==> config.mk <==
export PLATFORM = sky130hd
export DESIGN_NAME = pipeline_hazard_ctrl_flat
export DESIGN_NICKNAME = d
export VERILOG_FILES = /design/src/rtl/pipeline_hazard_ctrl_if.sv /design/src/rtl/pipeline_hazard_ctrl.sv /design/src/flat_wrapper.sv
export SDC_FILE = /design/constraint.sdc
export NUM_CORES = 1
export LEC_CHECK = 0
export ABC_CLOCK_PERIOD_IN_PS = 1900
export CAP_MARGIN = 20
export CORE_MARGIN = 1.5
export CORE_UTILIZATION = 40
export CTS_CLUSTER_DIAMETER = 40
export DETAILED_ROUTE_END_ITERATION = 10
export PLACE_DENSITY = 0.75
export RECOVER_POWER = 100
export SYNTH_ARGS = -nofsm -noshare
export SYNTH_HDL_FRONTEND = slang
export SYNTH_SLANG_ARGS = --single-unit
==> constraint.sdc <==
create_clock -name clk -period 1.9 [get_ports clk]
set_input_delay 0.38 -clock clk [delete_from_list [all_inputs] [get_ports clk]]
set_output_delay 0.38 -clock clk [all_outputs]
set_load 0.05 [all_outputs]
==> src/rtl/pipeline_hazard_ctrl_if.sv <==
// Decode/Execute boundary signals between the core pipeline and the hazard controller.
// The master side is the pipeline; the slave side is the controller.
interface pipeline_hazard_ctrl_if;
    logic       id_valid;
    logic [3:0] id_opcode;
    logic [4:0] id_src1;
    logic [4:0] id_src2;
    logic [4:0] id_dest;
    logic       ex_zf;
    logic       ex_gf;
    logic       ex_lf;
    logic       stall;
    logic       flush_if_id;
    logic       bubble_id_ex;
    logic [1:0] fwd_sel1;
    logic [1:0] fwd_sel2;
    logic       branch_taken;
    logic [2:0] flags_q;
    logic [1:0] ctrl_state;

    modport master (
        output id_valid, id_opcode, id_src1, id_src2, id_dest, ex_zf, ex_gf, ex_lf,
        input  stall, flush_if_id, bubble_id_ex, fwd_sel1, fwd_sel2, branch_taken,
               flags_q, ctrl_state
    );

    modport slave (
        input  id_valid, id_opcode, id_src1, id_src2, id_dest, ex_zf, ex_gf, ex_lf,
        output stall, flush_if_id, bubble_id_ex, fwd_sel1, fwd_sel2, branch_taken,
               flags_q, ctrl_state
    );
endinterface

==> src/rtl/pipeline_hazard_ctrl.sv <==
// Hazard controller for the 16-bit core: shadows EX/MEM/WB destinations, drives operand
// forwarding, load-use stalls, flag-based jump resolution and wrong-path squashing.
module pipeline_hazard_ctrl #(
    parameter int unsigned INIT_FLUSH_CYCLES = 2,
    parameter bit          ZERO_REG_EN       = 1'b1
) (
    input  logic                  clk,
    input  logic                  reset,
    pipeline_hazard_ctrl_if.slave bus
);
    localparam int unsigned OP_W   = 4;
    localparam int unsigned REG_W  = 5;
    localparam int unsigned CNT_W  = 3;
    localparam int unsigned SEL_W  = 2;
    localparam int unsigned FLAG_W = 3;

    localparam logic [OP_W-1:0] OP_NOP    = 4'd0;
    localparam logic [OP_W-1:0] OP_SUB    = 4'd1;
    localparam logic [OP_W-1:0] OP_ADD    = 4'd2;
    localparam logic [OP_W-1:0] OP_ADDI   = 4'd3;
    localparam logic [OP_W-1:0] OP_SHLLI  = 4'd4;
    localparam logic [OP_W-1:0] OP_SHRLI  = 4'd5;
    localparam logic [OP_W-1:0] OP_JUMP   = 4'd6;
    localparam logic [OP_W-1:0] OP_JUMPL  = 4'd7;
    localparam logic [OP_W-1:0] OP_JUMPG  = 4'd8;
    localparam logic [OP_W-1:0] OP_JUMPE  = 4'd9;
    localparam logic [OP_W-1:0] OP_JUMPNE = 4'd10;
    localparam logic [OP_W-1:0] OP_CMP    = 4'd11;
    localparam logic [OP_W-1:0] OP_LOAD   = 4'd12;
    localparam logic [OP_W-1:0] OP_LOADI  = 4'd13;
    localparam logic [OP_W-1:0] OP_STORE  = 4'd14;
    localparam logic [OP_W-1:0] OP_MOV    = 4'd15;

    typedef enum logic [1:0] {
        ST_INIT     = 2'd0,
        ST_RUN      = 2'd1,
        ST_LU_STALL = 2'd2
    } state_e;

    typedef struct packed {
        logic              valid;
        logic [OP_W-1:0]   op;
        logic [REG_W-1:0]  dest;
    } slot_t;

    state_e              state_q, state_d;
    logic [CNT_W-1:0]    cnt_q, cnt_d;
    slot_t               ex_q, mem_q, wb_q, ex_d;
    logic [FLAG_W-1:0]   flags_q;

    logic                live1, live2, load_use, br_taken;
    logic                stall, flush_if_id, bubble_id_ex;
    logic [SEL_W-1:0]    fwd1_raw, fwd2_raw, fwd_sel1, fwd_sel2;

    function automatic logic writes_f(input logic [OP_W-1:0] op);
        case (op)
            OP_SUB, OP_ADD, OP_ADDI, OP_SHLLI, OP_SHRLI,
            OP_LOAD, OP_LOADI, OP_MOV: writes_f = 1'b1;
            default:                   writes_f = 1'b0;
        endcase
    endfunction

    function automatic logic uses1_f(input logic [OP_W-1:0] op);
        case (op)
            OP_NOP, OP_LOADI: uses1_f = 1'b0;
            default:          uses1_f = 1'b1;
        endcase
    endfunction

    function automatic logic uses2_f(input logic [OP_W-1:0] op);
        case (op)
            OP_SUB, OP_ADD, OP_CMP, OP_STORE: uses2_f = 1'b1;
            default:                          uses2_f = 1'b0;
        endcase
    endfunction

    function automatic logic hit_f(input slot_t s, input logic [REG_W-1:0] idx);
        hit_f = s.valid && writes_f(s.op) && (s.dest == idx);
    endfunction

    // Youngest producer wins; a LOAD in EX has no result yet, so it is skipped here.
    function automatic logic [SEL_W-1:0] fwd_f(input logic live, input logic [REG_W-1:0] idx,
                                               input slot_t ex, input slot_t mem, input slot_t wb);
        if (!live)                                 fwd_f = SEL_W'(0);
        else if (hit_f(ex, idx) && ex.op != OP_LOAD) fwd_f = SEL_W'(1);
        else if (hit_f(mem, idx))                  fwd_f = SEL_W'(2);
        else if (hit_f(wb, idx))                   fwd_f = SEL_W'(3);
        else                                       fwd_f = SEL_W'(0);
    endfunction

    // Source qualification, hazard and branch decode from registered state plus ID inputs
    always_comb begin
        live1 = bus.id_valid && uses1_f(bus.id_opcode) &&
                !(ZERO_REG_EN && (bus.id_src1 == REG_W'(0)));
        live2 = bus.id_valid && uses2_f(bus.id_opcode) &&
                !(ZERO_REG_EN && (bus.id_src2 == REG_W'(0)));
        load_use = ex_q.valid && (ex_q.op == OP_LOAD) &&
                   ((live1 && (ex_q.dest == bus.id_src1)) ||
                    (live2 && (ex_q.dest == bus.id_src2)));
        fwd1_raw = fwd_f(live1, bus.id_src1, ex_q, mem_q, wb_q);
        fwd2_raw = fwd_f(live2, bus.id_src2, ex_q, mem_q, wb_q);
        br_taken = 1'b0;
        if (ex_q.valid) begin
            case (ex_q.op)
                OP_JUMP:   br_taken = 1'b1;
                OP_JUMPL:  br_taken = flags_q[0];
                OP_JUMPG:  br_taken = flags_q[1];
                OP_JUMPE:  br_taken = flags_q[2];
                OP_JUMPNE: br_taken = !flags_q[2];
                default:   br_taken = 1'b0;
            endcase
        end
    end

    always_ff @(posedge clk or posedge reset) begin
        if (reset) begin
            state_q <= ST_INIT;
            cnt_q   <= CNT_W'(INIT_FLUSH_CYCLES);
        end else begin
            state_q <= state_d;
            cnt_q   <= cnt_d;
        end
    end

    always_comb begin
        state_d = state_q;
        cnt_d   = cnt_q;
        case (state_q)
            ST_INIT: begin
                if (cnt_q <= CNT_W'(1)) state_d = ST_RUN;
                else                    cnt_d   = cnt_q - CNT_W'(1);
            end
            ST_RUN: begin
                if (!br_taken && load_use) state_d = ST_LU_STALL;
            end
            ST_LU_STALL: state_d = ST_RUN;
            default:     state_d = ST_INIT;
        endcase
    end

    // Branch redirect outranks a load-use stall; LU_STALL never re-stalls off its own bubble
    always_comb begin
        stall        = 1'b0;
        flush_if_id  = 1'b0;
        bubble_id_ex = 1'b0;
        fwd_sel1     = SEL_W'(0);
        fwd_sel2     = SEL_W'(0);
        if (state_q == ST_INIT) begin
            stall        = 1'b1;
            flush_if_id  = 1'b1;
            bubble_id_ex = 1'b1;
        end else begin
            fwd_sel1 = fwd1_raw;
            fwd_sel2 = fwd2_raw;
            if (br_taken) begin
                flush_if_id  = 1'b1;
                bubble_id_ex = 1'b1;
            end else if ((state_q == ST_RUN) && load_use) begin
                stall        = 1'b1;
                bubble_id_ex = 1'b1;
            end
        end
    end

    always_comb begin
        ex_d = '0;
        if (!bubble_id_ex && bus.id_valid) begin
            ex_d.valid = 1'b1;
            ex_d.op    = bus.id_opcode;
            ex_d.dest  = bus.id_dest;
        end
    end

    // Shadow slots advance every cycle; flags are captured while a CMP sits in EX
    always_ff @(posedge clk or posedge reset) begin
        if (reset) begin
            ex_q    <= '0;
            mem_q   <= '0;
            wb_q    <= '0;
            flags_q <= '0;
        end else begin
            ex_q  <= ex_d;
            mem_q <= ex_q;
            wb_q  <= mem_q;
            if (ex_q.valid && (ex_q.op == OP_CMP))
                flags_q <= {bus.ex_zf, bus.ex_gf, bus.ex_lf};
        end
    end

    assign bus.stall        = stall;
    assign bus.flush_if_id  = flush_if_id;
    assign bus.bubble_id_ex = bubble_id_ex;
    assign bus.fwd_sel1     = fwd_sel1;
    assign bus.fwd_sel2     = fwd_sel2;
    assign bus.branch_taken = br_taken && (state_q != ST_INIT);
    assign bus.flags_q      = flags_q;
    assign bus.ctrl_state   = 2'(state_q);
endmodule

==> src/flat_wrapper.sv <==
// flat-port wrapper written by rule: the top's interface ports become plain ports
module pipeline_hazard_ctrl_flat 
#(
    parameter int unsigned INIT_FLUSH_CYCLES = 2,
    parameter bit          ZERO_REG_EN       = 1'b1
)
  (clk, reset, bus_id_valid, bus_id_opcode, bus_id_src1, bus_id_src2, bus_id_dest, bus_ex_zf, bus_ex_gf, bus_ex_lf, bus_stall, bus_flush_if_id, bus_bubble_id_ex, bus_fwd_sel1, bus_fwd_sel2, bus_branch_taken, bus_flags_q, bus_ctrl_state);
  pipeline_hazard_ctrl_if bus_i ();
  input  logic clk;
  input  logic reset;
  input wire logic [$bits(bus_i.id_valid)-1:0] bus_id_valid;
  input wire logic [$bits(bus_i.id_opcode)-1:0] bus_id_opcode;
  input wire logic [$bits(bus_i.id_src1)-1:0] bus_id_src1;
  input wire logic [$bits(bus_i.id_src2)-1:0] bus_id_src2;
  input wire logic [$bits(bus_i.id_dest)-1:0] bus_id_dest;
  input wire logic [$bits(bus_i.ex_zf)-1:0] bus_ex_zf;
  input wire logic [$bits(bus_i.ex_gf)-1:0] bus_ex_gf;
  input wire logic [$bits(bus_i.ex_lf)-1:0] bus_ex_lf;
  output wire logic [$bits(bus_i.stall)-1:0] bus_stall;
  output wire logic [$bits(bus_i.flush_if_id)-1:0] bus_flush_if_id;
  output wire logic [$bits(bus_i.bubble_id_ex)-1:0] bus_bubble_id_ex;
  output wire logic [$bits(bus_i.fwd_sel1)-1:0] bus_fwd_sel1;
  output wire logic [$bits(bus_i.fwd_sel2)-1:0] bus_fwd_sel2;
  output wire logic [$bits(bus_i.branch_taken)-1:0] bus_branch_taken;
  output wire logic [$bits(bus_i.flags_q)-1:0] bus_flags_q;
  output wire logic [$bits(bus_i.ctrl_state)-1:0] bus_ctrl_state;
  assign bus_i.id_valid = bus_id_valid;
  assign bus_i.id_opcode = bus_id_opcode;
  assign bus_i.id_src1 = bus_id_src1;
  assign bus_i.id_src2 = bus_id_src2;
  assign bus_i.id_dest = bus_id_dest;
  assign bus_i.ex_zf = bus_ex_zf;
  assign bus_i.ex_gf = bus_ex_gf;
  assign bus_i.ex_lf = bus_ex_lf;
  assign bus_stall = bus_i.stall;
  assign bus_flush_if_id = bus_i.flush_if_id;
  assign bus_bubble_id_ex = bus_i.bubble_id_ex;
  assign bus_fwd_sel1 = bus_i.fwd_sel1;
  assign bus_fwd_sel2 = bus_i.fwd_sel2;
  assign bus_branch_taken = bus_i.branch_taken;
  assign bus_flags_q = bus_i.flags_q;
  assign bus_ctrl_state = bus_i.ctrl_state;
  pipeline_hazard_ctrl #(.INIT_FLUSH_CYCLES(INIT_FLUSH_CYCLES), .ZERO_REG_EN(ZERO_REG_EN)) u_core (.clk(clk), .reset(reset), .bus(bus_i));
endmodule
==> results of run 1 <==
==> per-layer routing <==
layer	wire, um	track usage
met5	0	0
met4	68	0.0692
met3	115	0.0356
met2	2240	0.306
met1	1930	0.244
==> cells by family after synthesis <==
group	count (synthesis)	share of synthesized area
simple gates	59	0.177
compound gates	28	0.103
xor+xnor	33	0.156
flops	38	0.513
buf+inv	7	0.0142
fa+ha+maj	2	0.0135
mux	4	0.0243
==> state kept, by name, summed over array words and instances (netlist names) <==
signal,cells
u_core.bus.ctrl_state,2
u_core.bus.flags_q,3
u_core.cnt_q,3
u_core.ex_q,10
u_core.mem_q,10
u_core.wb_q,10
==> metrics by stage <==
stage	utilization	area, um2
finish	0.659	2910
global route	0.659	2910
CTS	0.664	2930
detailed placement	0.613	2710
global placement	0.613	2710
floorplan	-	1980
==> timing repair <==
action                                  in CTS  in global routing
hold buffers                                 0                  0
buffers inserted                             4                  2
endpoints found under the setup margin      19                 17
resized for setup                           64                 15
endpoints found under the hold margin        0                  0
cloned                                       0                  1
pin swaps                                   24                 12
==> cells in the final DEF (no fill, tap or decap), drive strengths merged, types with 8 or more instances in the layout <==
master,netlist,final
clkdlybuf4s50,0,9
xor2,17,17
dfrtp,37,37
nand2,12,12
nor3,9,9
buf,0,42
a21oi,8,9
xnor2,16,16
o21ai,8,8
clkbuf,0,25
and2,9,9
==> cell type report <==
type	instances	area, um2
Clock inverter	1	5.00
Multi-Input combinational cell	127	1160
Timing Repair Buffer	75	612
Clock buffer	7	86.3
Tap cell	52	65.1
Inverter	7	28.8
Fill cell	336	1510
Sequential cell	38	955
==> critical path, stage by stage <==
cell,delay [ns]
clkdlybuf4s50_1,0.56
o21ai_2,0.10
a21oi_2,0.17
buf_4,0.14
o21ai_2,0.09
a221oi_4,0.26
buf_12,0.18
==> worst min path at each step <==
stage	start	end	slack (ns)	cells after the start
final	u_core.mem_q[9]$_DFF_PP0_	u_core.wb_q[9]$_DFF_PP0_	0.38	0
after global routing	u_core.mem_q[9]$_DFF_PP0_	u_core.wb_q[9]$_DFF_PP0_	0.39	0
after CTS	u_core.mem_q[9]$_DFF_PP0_	u_core.wb_q[9]$_DFF_PP0_	0.38	0
after detailed placement	u_core.mem_q[9]$_DFF_PP0_	u_core.wb_q[9]$_DFF_PP0_	0.36	0
after global placement	u_core.mem_q[9]$_DFF_PP0_	u_core.wb_q[9]$_DFF_PP0_	0.36	0
after floorplan	u_core.mem_q[9]$_DFF_PP0_	u_core.wb_q[9]$_DFF_PP0_	0.35	0
==> power breakdown <==
| group | internal, mW | switching [mW] | leakage (nW) |
|---|---|---|---|
| clock | 0.292 | 0.259 | 0.0482 |
| sequential | 0.857 | 0.0407 | 0.479 |
| combinational | 0.182 | 0.210 | 0.765 |
==> impl_metrics.json, run 1 <==
{
  "cts.sinks": 38,
  "wl_um": 4360,
  "drt-pass1-iter-count": 4,
  "cap_viol_max_count": 0,
  "core-area_mm2": 0.00441,
  "std_cell_rows": 24,
  "clock_latency_ns": 0.28,
  "ff2ff_path_depth": 9,
  "report.power.total_mw": 1.84,
  "rr_endpoint": "u_core.ex_q[6]$_DFF_PP0_",
  "setup_viol": 17,
  "syn_to_final_growth_pct": 56.6,
  "numCtsBuffers": 5,
  "crit_path_start": "bus_id_valid",
  "place_hpwl_um": 3280,
  "syn_area_mm2": 0.00186,
  "track_usage": 0.186,
  "synth_edf_count": 0,
  "hold_class": "reg2reg",
  "drive_above_1_share": 0.392,
  "synth_seq_cells": 38,
  "drt-initial-drc-count": 45,
  "cts_max_level": 2,
  "via_count": 1544,
  "endpoint": "bus_fwd_sel2[1]",
  "place_inst": 293,
  "grt_max_degree": 39,
  "yosys-top-cells-count": "dfrtp_1, xor2_1, xnor2_1, nand2_1",
  "outcome": "finished with violations",
  "final_cell_count_no_fill": 307,
  "yosysSeqAreaShare": 0.513,
  "cts_tree": "done",
  "maxSlewViolCount": 0,
  "grt_pass1_vias": 1590,
  "nets": 281,
  "min_period_ns": 2.26,
  "ys_warn_count": 0,
  "initial_core_util": 0.421,
  "violations": "negative setup slack",
  "grt_antenna_before_repair": 0,
  "dieHeight_um": 71.1,
  "drc": 0,
  "ys_types": 32,
  "clk_pin_slew_ns": 0.07,
  "start_kind": "input pin",
  "fin_ws_ns": -0.364,
  "async_flop_share": 1.00,
  "ys.flop_type": "dfrtp_1",
  "wl_per_cell_um": 14.2,
  "max_freq_ghz": 0.442,
  "rsz0062_at_grt": "yes",
  "die_w_um": 71.1,
  "synthTopCellsByArea": "dfrtp_1, xor2_1, xnor2_1",
  "syn_inst": 171,
  "reg2reg_from": "u_core.ex_q[5]$_DFF_PP0_",
  "synth_top_cell_area_share": 0.499,
  "p_per_area_mw_per_mm2": 633,
  "clockBufferDepth": 2,
  "hold_viol_final": 0,
  "cts-root-buf": "clkbuf_8",
  "syn-num-nets": 198,
  "yosysMostFrequentCell": "dfrtp_1",
  "die_area_mm2": 0.00506,
  "pin_count": 38,
  "grt_pass1_wl_um": 7150,
  "r2r_setup_slack_ns": -0.03,
  "fin_crit_sh": 1.19,
  "port_buffers": 37,
  "skew_ns": 0.00392,
  "crit_arrival_ns": 1.88,
  "ant_nets": 0,
  "endpoint_kind": "output pin",
  "slew_headroom": 0.394,
  "postSynthAreaPerCell_um2": 10.9,
  "power.leakage_nw": 1.29,
  "tightest_slew_ns": 0.909,
  "via_per_inst": 5.03,
  "path_class": "in2out",
  "yosysTopAreaCell": "dfrtp_1",
  "gp_congestion": 0.860,
  "overflow": 0,
  "holdWs_ns": 0.380,
  "diodes": 0,
  "fin_tns_setup_ns": -2.57,
  "vdd_drop_max_uv": 448,
  "dp_slack_ns": -0.687,
  "path_max_fanout": 3,
  "required_ns": 1.52
}
Power figures use the tool's default switching activity.
==> inputs of run 2 (changes only) <==
- TNS_END_PERCENT: not set -> 5
==> impl_metrics.json, run 2 (synthesis gave the netlist of run 1 again) <==
{
  "cts_tree": "done",
  "nets": 274,
  "holdWs_ns": 0.386,
  "cts.sinks": 38,
  "min_period_ns": 2.28,
  "hold_class": "reg2reg",
  "ant_nets": 0,
  "syn_to_final_growth_pct": 52.0,
  "crit_chain": "dlygate4sd2_1 > or3_4 > a21oi_1 > nor2_2 > a22o_4 > nand2_4 > o21ai_4 > buf_6",
  "std_cell_rows": 24,
  "clockBufferDepth": 2,
  "diodes": 0,
  "vdd_drop_max_uv": 345,
  "outcome": "finished with violations",
  "gp_congestion": 0.880,
  "grt_pass1_vias": 1572,
  "core-area_mm2": 0.00441,
  "cap_viol_max_count": 0,
  "wl_per_cell_um": 14.8,
  "ff2ff_path_depth": 7,
  "slowest_delay_ns": 0.38,
  "slowest_stage": "or3_4",
  "fillCellCount": 358,
  "grt_antenna_before_repair": 0,
  "setup_viol": 8,
  "rr_endpoint": "u_core.ex_q[2]$_DFF_PP0_",
  "tightest_slew_ns": 0.932,
  "min_from": "u_core.mem_q[9]$_DFF_PP0_",
  "drive_above_1_share": 0.359,
  "clock_latency_ns": 0.29,
  "dieHeight_um": 71.1,
  "post_cts_hold_buffer_count": 0,
  "overflow": 0,
  "start_kind": "input pin",
  "finalInstanceArea_mm2": 0.00282,
  "cts-root-buf": "clkbuf_8",
  "path_class": "in2out",
  "skew_ns": 0.00448,
  "holdPathEnd": "u_core.wb_q[9]$_DFF_PP0_",
  "drc": 0,
  "report.power.total_mw": 1.84,
  "crit_arrival_ns": 1.90,
  "via_count": 1514,
  "power.leakage_nw": 1.25,
  "drt-pass1-iter-count": 4,
  "final_cell_mix": "dfrtp_1, buf_4, xnor2_1, xor2_1, nand2_1",
  "hold_viol_final": 0,
  "initial_core_util": 0.421,
  "track_usage": 0.195,
  "rsz0062_at_grt": "yes",
  "required_ns": 1.52,
  "path_max_fanout": 4,
  "fin_tns_setup_ns": -2.47,
  "die_area_mm2": 0.00506,
  "slew_headroom": 0.379,
  "grt_pass1_wl_um": 7560,
  "p_per_area_mw_per_mm2": 652,
  "maxSlewViolCount": 0,
  "violations": "negative setup slack",
  "final_common_cell": "dfrtp_1",
  "drt-initial-drc-count": 81,
  "place_area_mm2": 0.00265,
  "fin_ws_ns": -0.377,
  "wl_um": 4450,
  "pin_count": 38,
  "reg.largest.list": "u_core.ex_q (10), u_core.mem_q (10), u_core.wb_q (10)",
  "hold-path-cell-count": 0,
  "r2r_setup_slack_ns": 0.14,
  "endpoint_kind": "output pin",
  "numCtsBuffers": 5,
  "via_per_inst": 5.05,
  "fin_crit_sh": 1.20,
  "reg2reg_from": "u_core.ex_q[1]$_DFF_PP0_",
  "dp_slack_ns": -0.696,
  "max_freq_ghz": 0.439,
  "die_w_um": 71.1,
  "place_hpwl_um": 3360,
  "clk_pin_slew_ns": 0.07,
  "port_buffers": 37,
  "grt_max_degree": 39,
  "cts_max_level": 2
}
==> run 2: cell types whose count changed in the layout (fill, tap and decap cells not counted), moves of 2 or more <==
cell / change
nand2_2: -2
dlygate4sd2_1: +2
nor3_2: -2
nand2_1: +3
clkbuf_2: -4
a21oi_4: -2
clkbuf_1: -5
nor3_1: +2
==> run 2: worst max path at each step <==
stage	start	endpoint	slack [ns]	cells past startpoint
after floorplan	bus_id_src2[0]	bus_stall	-0.04	6
after global placement	bus_id_src1[1]	bus_bubble_id_ex	-0.68	8
after detailed placement	bus_id_src1[1]	bus_bubble_id_ex	-0.70	8
after CTS	u_core.wb_q[8]$_DFF_PP0_	bus_fwd_sel1[1]	-0.34	7
after global routing	u_core.wb_q[7]$_DFF_PP0_	bus_fwd_sel1[1]	-0.48	7
final	bus_id_opcode[0]	bus_stall	-0.38	8
==> run 2: metal layers <==
layer	up-vias	track usage	routed length, um
met5	-	0	0
met4	0	0.0734	68
met3	6	0.0385	117
met2	27	0.314	2210
met1	732	0.263	2060
li1	749	-	-
==> run 2: what timing repair did <==
action                                  4_1_cts  5_1_grt
resized for setup                            61        4
endpoints found under the setup margin       19       17
buffers inserted                              2        0
pin swaps                                    20        2
==> run 2: worst max-delay path, delay by kind of cell <==
kind	cells	cell delay (ns)
compound gates	3	0.52
buf+inv	2	0.43
simple gates	3	0.56
==> run 2: layout make-up <==
type                    instances  area [um2]  share of cell area
clock buffers                   7        86.3              0.0306
clock inverters                 1        5.00             0.00177
inverters                       7        26.3             0.00931
multi-input cells             126        1090               0.386
flip-flops and latches         38         955               0.338
well taps                      52        65.1              0.0231
repair buffers                 69         594               0.211
==> run 2: metrics by stage <==
stage                     instances   util
after CTS                       300  0.645
after floorplan                 171      -
after global routing            300  0.639
final                           300  0.639
after global placement          290  0.601
after detailed placement        290  0.601
==> run 2: power breakdown <==
part	internal (mW)	switching, mW
clock network	0.293	0.276
logic	0.177	0.194
registers	0.857	0.0447
==> inputs of run 3 (changes only) <==
- CORE_MARGIN: 1.5 -> not set
==> impl_metrics.json, run 3 (synthesis gave the netlist of run 1 again) <==
{
  "maxSlewViolCount": 0,
  "dp_slack_ns": -0.711,
  "die_w_um": 70.1,
  "post_cts_hold_buffer_count": 0,
  "required_ns": 1.52,
  "power.leakage_nw": 1.27,
  "slew_headroom": 0.392,
  "crit_arrival_ns": 1.90,
  "setup_viol": 10,
  "place_hpwl_um": 3290,
  "final_cell_count_no_fill": 303,
  "grt_max_degree": 39,
  "path_class": "in2out",
  "die_area_mm2": 0.00492,
  "violations": "negative setup slack",
  "grt_antenna_before_repair": 0,
  "outcome": "finished with violations",
  "crit_family": "simple AND/OR/NAND/NOR gates",
  "fin_tns_setup_ns": -2.38,
  "diodes": 0,
  "std_cell_rows": 24,
  "vdd_drop_max_uv": 367,
  "slowest_delay_ns": 0.54,
  "hold_class": "reg2reg",
  "gp_congestion": 0.837,
  "rsz0062_at_grt": "yes",
  "cap_viol_max_count": 0,
  "cts-root-buf": "clkbuf_8",
  "p_per_area_mw_per_mm2": 646,
  "slowest_stage": "or4_4",
  "final_common_cell": "dfrtp_1",
  "drive_above_1_share": 0.371,
  "numCtsBuffers": 5,
  "finalInstanceArea_mm2": 0.00286,
  "syn_to_final_growth_pct": 54.0,
  "crit_path_frequent_cell": "buf_6",
  "drt-initial-drc-count": 53,
  "core-area_mm2": 0.00441,
  "grt_pass1_wl_um": 7470,
  "place_inst": 292,
  "pin_count": 38,
  "place_area_mm2": 0.00267,
  "clock_latency_ns": 0.29,
  "fillCellCount": 349,
  "dieHeight_um": 70.1,
  "cts_tree": "done",
  "crit_chain": "buf_6 > or4_4 > o21ai_0 > nor2_2 > a22o_4 > nand2_4 > o21ai_4 > buf_6",
  "max_freq_ghz": 0.439,
  "port_buffers": 37,
  "drc": 0,
  "reg.largest.list": "u_core.ex_q (10), u_core.mem_q (10), u_core.wb_q (10)",
  "hold_viol_final": 0,
  "skew_ns": 0.00616,
  "final_cell_mix": "dfrtp_1, buf_4, xor2_1",
  "drt-pass1-iter-count": 4,
  "start_kind": "input pin",
  "cts.sinks": 38,
  "wl_per_cell_um": 14.8,
  "worst-path-buf-inv": 2,
  "path_max_fanout": 3,
  "fin_ws_ns": -0.378,
  "overflow": 0,
  "fin_crit_sh": 1.20,
  "min_period_ns": 2.28,
  "clk_pin_slew_ns": 0.07,
  "nets": 277,
  "endpoint_kind": "output pin",
  "grt_pass1_vias": 1541,
  "cts_max_level": 2,
  "track_usage": 0.199,
  "initial_core_util": 0.421,
  "ant_nets": 0,
  "tightest_slew_ns": 0.912,
  "holdWs_ns": 0.379,
  "wl_um": 4480,
  "via_per_inst": 5.10,
  "via_count": 1546,
  "clockBufferDepth": 2
}
==> run 3: cell types whose count changed in the layout (fill, tap and decap cells not counted), sizes merged <==
cell,previous run,this run
clkdlybuf4s50,9,8
dlygate4sd2,5,4
buf,41,44
clkinv,1,0
clkbuf,16,19
==> run 3: metrics by stage <==
| stage | utilization | total power [mW] |
|---|---|---|
| after floorplan | - | 1.10 |
| after global placement | 0.604 | 1.28 |
| after detailed placement | 0.604 | 1.29 |
| after CTS | 0.649 | 1.87 |
| after global routing | 0.648 | 1.94 |
| final | 0.648 | 1.85 |
==> run 3: power by group <==
part,switching (mW),internal [mW]
sequential,0.0446,0.857
clock,0.264,0.296
combinational,0.203,0.181
==> run 3: routing by layer <==
| metal | vias to the layer above | global-route usage | share of wire |
|---|---|---|---|
| met1 | 763 | 0.264 | 0.45 |
| met2 | 25 | 0.325 | 0.51 |
| li1 | 750 | - | - |
| met4 | 0 | 0.0667 | 0.014 |
| met3 | 8 | 0.0418 | 0.029 |
| met5 | - | 0 | 0 |
==> run 3: final cells by class <==
cell class | instances | area (um2) | area share
Timing Repair Buffer | 72 | 607 | 0.212
Clock buffer | 8 | 90.1 | 0.0315
Multi-Input combinational cell | 126 | 1120 | 0.390
Tap cell | 52 | 65.1 | 0.0228
Inverter | 7 | 26.3 | 0.00919
Sequential cell | 38 | 955 | 0.334
==> run 3: worst paths after layout <==
| path | to | from | cells past startpoint | slack (ns) |
|---|---|---|---|---|
| worst min register to register | u_core.wb_q[9]$_DFF_PP0_ | u_core.mem_q[9]$_DFF_PP0_ | 0 | 0.38 |
| min in group asynchronous | u_core.wb_q[7]$_DFF_PP0_ | reset | 3 | 0.80 |
| worst min-delay path | u_core.wb_q[9]$_DFF_PP0_ | u_core.mem_q[9]$_DFF_PP0_ | 0 | 0.38 |
| worst max register to register | u_core.ex_q[5]$_DFF_PP0_ | u_core.ex_q[6]$_DFF_PP0_ | 6 | 0.11 |
| max in group asynchronous | u_core.ex_q[5]$_DFF_PP0_ | reset | 3 | 0.46 |
| worst max-delay path | bus_stall | bus_id_src1[2] | 8 | -0.38 |
==> run 3: timing repair <==
action / in CTS / in global routing
setup endpoints to repair: 19 / 18
buffers inserted: 3 / 0
pin swaps: 21 / 8
gates resized for setup: 66 / 9
